## src/rtl/gmii_rx_framer_if.sv

```systemverilog
// rtl/gmii_rx_framer_if.sv - SDR GMII receive byte bus
interface gmii_if;
  logic [7:0] data;
  logic       valid;
  logic       error;

  modport master (output data, output valid, output error);
  modport slave  (input  data, input  valid, input  error);
endinterface

```

## src/rtl/gmii_rx_framer.sv

```systemverilog
// rtl/gmii_rx_framer.sv - GMII RX preamble/SFD strip, frame delimiting and status
module gmii_rx_framer #(
  parameter int MIN_FRAME_LEN = 64,
  parameter int MAX_FRAME_LEN = 1518,
  parameter int LEN_W         = 16
) (
  input  logic             clk,
  input  logic             rst,
  gmii_if.slave            gmii_if_rx_i,
  output logic [7:0]       m_data_o,
  output logic             m_valid_o,
  output logic             m_last_o,
  output logic             m_user_o,
  output logic             frame_done_o,
  output logic [LEN_W-1:0] frame_len_o,
  output logic [2:0]       err_flags_o
);

  typedef enum logic [1:0] {IDLE, PREAMBLE, PAYLOAD, DROP} state_t;

  localparam logic [LEN_W-1:0] MIN_L = LEN_W'(MIN_FRAME_LEN);
  localparam logic [LEN_W-1:0] MAX_L = LEN_W'(MAX_FRAME_LEN);

  state_t           state_q, state_d;
  logic [7:0]       hold_q, hold_d;
  logic             hold_full_q, hold_full_d;
  logic [LEN_W-1:0] len_q, len_d;
  logic             gerr_q, gerr_d;
  logic [7:0]       m_data_q, m_data_d;
  logic             m_valid_q, m_valid_d;
  logic             m_last_q, m_last_d;
  logic             m_user_q, m_user_d;
  logic             done_q, done_d;
  logic [LEN_W-1:0] flen_q, flen_d;
  logic [2:0]       flags_q, flags_d;
  logic             runt_c;

  assign runt_c = (len_q < MIN_L);

  always_comb begin
    state_d     = state_q;
    hold_d      = hold_q;
    hold_full_d = hold_full_q;
    len_d       = len_q;
    gerr_d      = gerr_q;
    m_data_d    = m_data_q;
    m_valid_d   = 1'b0;
    m_last_d    = 1'b0;
    m_user_d    = 1'b0;
    done_d      = 1'b0;
    flen_d      = flen_q;
    flags_d     = flags_q;

    case (state_q)
      IDLE: begin
        hold_full_d = 1'b0;
        if (gmii_if_rx_i.valid) begin
          state_d = (gmii_if_rx_i.data == 8'h55 && !gmii_if_rx_i.error) ? PREAMBLE : DROP;
        end
      end
      PREAMBLE: begin
        if (!gmii_if_rx_i.valid) begin
          state_d = IDLE;
        end else if (!gmii_if_rx_i.error && gmii_if_rx_i.data == 8'h55) begin
          state_d = PREAMBLE;
        end else if (!gmii_if_rx_i.error && gmii_if_rx_i.data == 8'hD5) begin
          state_d     = PAYLOAD;
          len_d       = '0;
          gerr_d      = 1'b0;
          hold_full_d = 1'b0;
        end else begin
          state_d = DROP;
        end
      end
      PAYLOAD: begin
        if (gmii_if_rx_i.valid) begin
          if (hold_full_q && len_q == MAX_L) begin
            // Byte MAX+1: close the frame on the held byte and discard this one.
            m_valid_d   = 1'b1;
            m_data_d    = hold_q;
            m_last_d    = 1'b1;
            m_user_d    = 1'b1;
            done_d      = 1'b1;
            flen_d      = len_q;
            flags_d     = {1'b1, runt_c, gerr_q};
            hold_full_d = 1'b0;
            state_d     = DROP;
          end else begin
            if (hold_full_q) begin
              m_valid_d = 1'b1;
              m_data_d  = hold_q;
            end
            hold_d      = gmii_if_rx_i.data;
            hold_full_d = 1'b1;
            if (len_q != '1) len_d = len_q + 1'b1;
            if (gmii_if_rx_i.error) gerr_d = 1'b1;
          end
        end else begin
          if (hold_full_q) begin
            m_valid_d = 1'b1;
            m_data_d  = hold_q;
            m_last_d  = 1'b1;
            m_user_d  = runt_c | gerr_q;
            done_d    = 1'b1;
            flen_d    = len_q;
            flags_d   = {1'b0, runt_c, gerr_q};
          end
          hold_full_d = 1'b0;
          state_d     = IDLE;
        end
      end
      DROP: begin
        hold_full_d = 1'b0;
        if (!gmii_if_rx_i.valid) state_d = IDLE;
      end
      default: state_d = IDLE;
    endcase
  end

  always_ff @(posedge clk or negedge rst) begin
    if (!rst) begin
      state_q     <= IDLE;
      hold_q      <= '0;
      hold_full_q <= 1'b0;
      len_q       <= '0;
      gerr_q      <= 1'b0;
      m_data_q    <= '0;
      m_valid_q   <= 1'b0;
      m_last_q    <= 1'b0;
      m_user_q    <= 1'b0;
      done_q      <= 1'b0;
      flen_q      <= '0;
      flags_q     <= '0;
    end else begin
      state_q     <= state_d;
      hold_q      <= hold_d;
      hold_full_q <= hold_full_d;
      len_q       <= len_d;
      gerr_q      <= gerr_d;
      m_data_q    <= m_data_d;
      m_valid_q   <= m_valid_d;
      m_last_q    <= m_last_d;
      m_user_q    <= m_user_d;
      done_q      <= done_d;
      flen_q      <= flen_d;
      flags_q     <= flags_d;
    end
  end

  assign m_data_o     = m_data_q;
  assign m_valid_o    = m_valid_q;
  assign m_last_o     = m_last_q;
  assign m_user_o     = m_user_q;
  assign frame_done_o = done_q;
  assign frame_len_o  = flen_q;
  assign err_flags_o  = flags_q;

endmodule

```

## src/flat_wrapper.sv

```systemverilog
// flat-port wrapper written by rule: the top's interface ports become plain ports
module gmii_rx_framer_flat 
#(
  parameter int MIN_FRAME_LEN = 64,
  parameter int MAX_FRAME_LEN = 1518,
  parameter int LEN_W         = 16
)
  (clk, rst, m_data_o, m_valid_o, m_last_o, m_user_o, frame_done_o, frame_len_o, err_flags_o, gmii_if_rx_i_data, gmii_if_rx_i_valid, gmii_if_rx_i_error);
  gmii_if gmii_if_rx_i_i ();
  input  logic clk;
  input  logic rst;
  output logic [7:0] m_data_o;
  output logic m_valid_o;
  output logic m_last_o;
  output logic m_user_o;
  output logic frame_done_o;
  output logic [LEN_W-1:0] frame_len_o;
  output logic [2:0] err_flags_o;
  input wire logic [$bits(gmii_if_rx_i_i.data)-1:0] gmii_if_rx_i_data;
  input wire logic [$bits(gmii_if_rx_i_i.valid)-1:0] gmii_if_rx_i_valid;
  input wire logic [$bits(gmii_if_rx_i_i.error)-1:0] gmii_if_rx_i_error;
  assign gmii_if_rx_i_i.data = gmii_if_rx_i_data;
  assign gmii_if_rx_i_i.valid = gmii_if_rx_i_valid;
  assign gmii_if_rx_i_i.error = gmii_if_rx_i_error;
  gmii_rx_framer #(.MIN_FRAME_LEN(MIN_FRAME_LEN), .MAX_FRAME_LEN(MAX_FRAME_LEN), .LEN_W(LEN_W)) u_core (.clk(clk), .rst(rst), .gmii_if_rx_i(gmii_if_rx_i_i), .m_data_o(m_data_o), .m_valid_o(m_valid_o), .m_last_o(m_last_o), .m_user_o(m_user_o), .frame_done_o(frame_done_o), .frame_len_o(frame_len_o), .err_flags_o(err_flags_o));
endmodule
```

## config.mk

```make
export PLATFORM = sky130hd
export DESIGN_NAME = gmii_rx_framer_flat
export DESIGN_NICKNAME = d
export VERILOG_FILES = /design/src/rtl/gmii_rx_framer_if.sv /design/src/rtl/gmii_rx_framer.sv /design/src/flat_wrapper.sv
export SDC_FILE = /design/constraint.sdc
export NUM_CORES = 1
export LEC_CHECK = 0
export ABC_AREA = 1
export ABC_CLOCK_PERIOD_IN_PS = 4100
export CAP_MARGIN = 0
export CORE_ASPECT_RATIO = 1.5
export CORE_MARGIN = 5
export CORE_UTILIZATION = 40
export CTS_CLUSTER_DIAMETER = 60
export CTS_CLUSTER_SIZE = 14
export DETAILED_ROUTE_END_ITERATION = 10
export SLEW_MARGIN = 20
export SYNTH_ARGS = -nofsm -noshare
export SYNTH_HDL_FRONTEND = slang
export SYNTH_SLANG_ARGS = --single-unit
```

## constraint.sdc

```tcl
create_clock -name clk -period 4.1 [get_ports clk]
set_input_delay 0.41 -clock clk [delete_from_list [all_inputs] [get_ports clk]]
set_output_delay 0.41 -clock clk [all_outputs]
set_load 0.01 [all_outputs]
```

==> results.cfg <==
[critical_path]
crit_start = u_core.len_q[1]$_DFFE_PN0P_
critPathLaunchType = register
crit_path_end_kind = register
timing.rr.start = u_core.len_q[1]$_DFFE_PN0P_
critical_path_class = reg2reg
crit_required_ns = 4.39
arrival_ns = 2.24
crit_fanout = 17
crit_chain = ha_1, nand2_1, nor2_2, nand2_1, inv_2, nand4_4, nand2_4, nand2_1, nand2_1
crit_slowest_cell = dfrtp_1
slowest_delay_ns = 0.45
path_common_cell = nand2_1

[floorplanning]
rows = 38
initial_core_util = 0.412
die_y_um = 116
core-area_um2 = 7270
die_area_um2 = 9350
dieWidth_um = 80.6
num_io_pins = 43

[pwr]
pwr-share-seq = 0.448
p_switching_mw = 0.454
p_comb_frac = 0.217
total_power_mw = 1.61
leakage_nw = 1.73
swShare = 0.282
pwr-share-clk = 0.335
powerDensity_nw_per_um2 = 439
ir_drop_v = 0.000236
power.internal_mw = 1.16

[synth]
synth_edf_count = 0
ys_ff_latch = 58
yosysMostFrequentCell = nand2_1
synth_area_um2 = 2990
syn_inst = 382
avgSynthCellArea_um2 = 7.84
synth_top_cell_by_area = dfrtp_1
ys_top_cells_by_area = dfrtp_1 (48%), nand2_1 (17%), nor2_1 (5.3%)
synth_ff_type = dfrtp_1
synth_nets = 396
synth_commonest_cells = nand2_1 (135), dfrtp_1 (58), nor2_1 (42), inv_1 (35), nand3_1 (30)
ys_seq_area_frac = 0.485
synth_top_area_frac = 0.485
synthArstFlopShare = 1.00
synth_cell_types = 30
ys.warnings.count = 0

[timing]
slew_viol_final = 0
finalCriticalPeriod_ns = 1.95
hold_ws_ns = 0.202
relSlewSlack = 0.518
hold_viol_final = 0
fin_crit_sh = 0.476
skew_ns = 0.00668
setup_viol = 0
max_freq_mhz = 512
worstMarginPinSlew_ns = 0.723
fin_tns_setup_ns = 0
rsz0062_at_grt = no

[drt]
antenna_left = 0
wire_per_inst_um = 13.9
num_vias = 2543
drtIter0Drc = 100
routed_wl_um = 7360
drcViolationCount = 0
viasPerCell = 4.79
firstDrtPassIters = 4

[job]
drv_cap = 0

[global_routing]
grt_max_degree = 59
grt_pass1_vias = 2551
antenna_found_initial = 0
grt_usage = 0.172
grt_first_pass_wirelength_um = 12100
overflow = 0

[finish]
area_growth_pct = 22.5
layout.cells.non_filler = 531
utilization = 0.504
antenna_cells = 0
drive_gt1_frac = 0.123
layout.nets = 440
fillers = 748

[clock_tree]
ctsRootBufferMaster = clkbuf_8
postCtsSetupBuffers = 0
cts_sinks = 58
cts_resized = 0
cts_hold_buf = 0
h-tree-depth = 3
insertion_delay_ns = 0.35
clockBufferDepth = 2
path_clk_slew_ns = 0.07
numCtsBuffers = 9
cts_tree = done

[place]
hpwl_um = 5520
dp_cells = 515
gp_congestion = 0.859
port_buffers = 42

[status]
status = completed

[min_path]
hp-class = in2async
-- final timing paths --
path	endpoint	slack, ns	cells past startpoint
max in group asynchronous	u_core.frame_len_o[14]$_DFFE_PN0P_	3.42	2
hold / removal	async pin	0.20	2
min in group clk	u_core.frame_len_o[2]$_DFFE_PN0P_	0.47	2
setup reg to reg	u_core.len_q[14]$_DFFE_PN0P_	2.15	9
hold reg to reg	u_core.frame_len_o[2]$_DFFE_PN0P_	0.47	2
setup / recovery	u_core.len_q[14]$_DFFE_PN0P_	2.15	9
-- cell usage in the layout, fill, tap and decap left out, drive strengths merged, types with 3 or more instances in the layout --
cell type / instances
nand2: 138
dfrtp: 58
nor2: 49
clkdlybuf4s50: 41
inv: 41
o21ai: 36
nand3: 30
clkbuf: 11
nor3: 6
nand4: 6
clkinv: 3
-- layer usage --
layer  global-route usage  vias up  wire, um
li1                     -     1288         -
met1                0.187     1195      2930
met2                0.313       50      4060
met3               0.0435       10       268
met4               0.0710        0       112
met5                    0        -         0
-- power groups by stage --
| stage | Combinational [mW] | Clock [mW] | Sequential, mW |
|---|---|---|---|
| 6_report | 0.349 | 0.539 | 0.721 |
| 5_1_grt | 0.386 | 0.586 | 0.735 |
| 4_1_cts | 0.357 | 0.555 | 0.723 |
| 3_5_place_dp | 0.356 | 0 | 0.733 |
| 3_3_place_gp | 0.353 | 0 | 0.731 |
| 2_1_floorplan | 0.137 | 0 | 0.756 |
-- logic make-up (layout without fill, tap and decap cells) --
logic type / Yosys count / count (layout) / share of synthesized area
xor+xnor: 1 / 1 / 0.00293
compound gates: 39 / 39 / 0.0869
buf+inv: 51 / 100 / 0.0790
flops: 58 / 58 / 0.485
fa+ha+maj: 2 / 2 / 0.00836
simple gates: 231 / 231 / 0.338
-- layout make-up --
cell class / count / area [um^2] / area share
Inverter: 41 / 159 / 0.0433
Tap cell: 100 / 125 / 0.0341
Clock inverter: 5 / 52.6 / 0.0143
Multi-Input combinational cell: 273 / 1310 / 0.356
Sequential cell: 58 / 1450 / 0.396
Clock buffer: 11 / 151 / 0.0413
Timing Repair Buffer: 43 / 423 / 0.115
-- stage by stage --
step | area, um^2 | setup WS (ns)
2_1_floorplan | 2990 | 2.50
4_1_cts | 3670 | 2.13
3_3_place_gp | 3460 | 2.00
3_5_place_dp | 3460 | 1.97
6_report | 3670 | 2.15
5_1_grt | 3670 | 1.98
-- worst max-delay path, delay by kind of cell (launching register included) --
family	cells	cell delay (ns)
buffers and inverters	1	0.10
adder cells (fa/ha/maj)	1	0.23
flip-flops	1	0.45
AND/OR/NAND/NOR	7	1.11
Power figures use the tool's default switching activity.
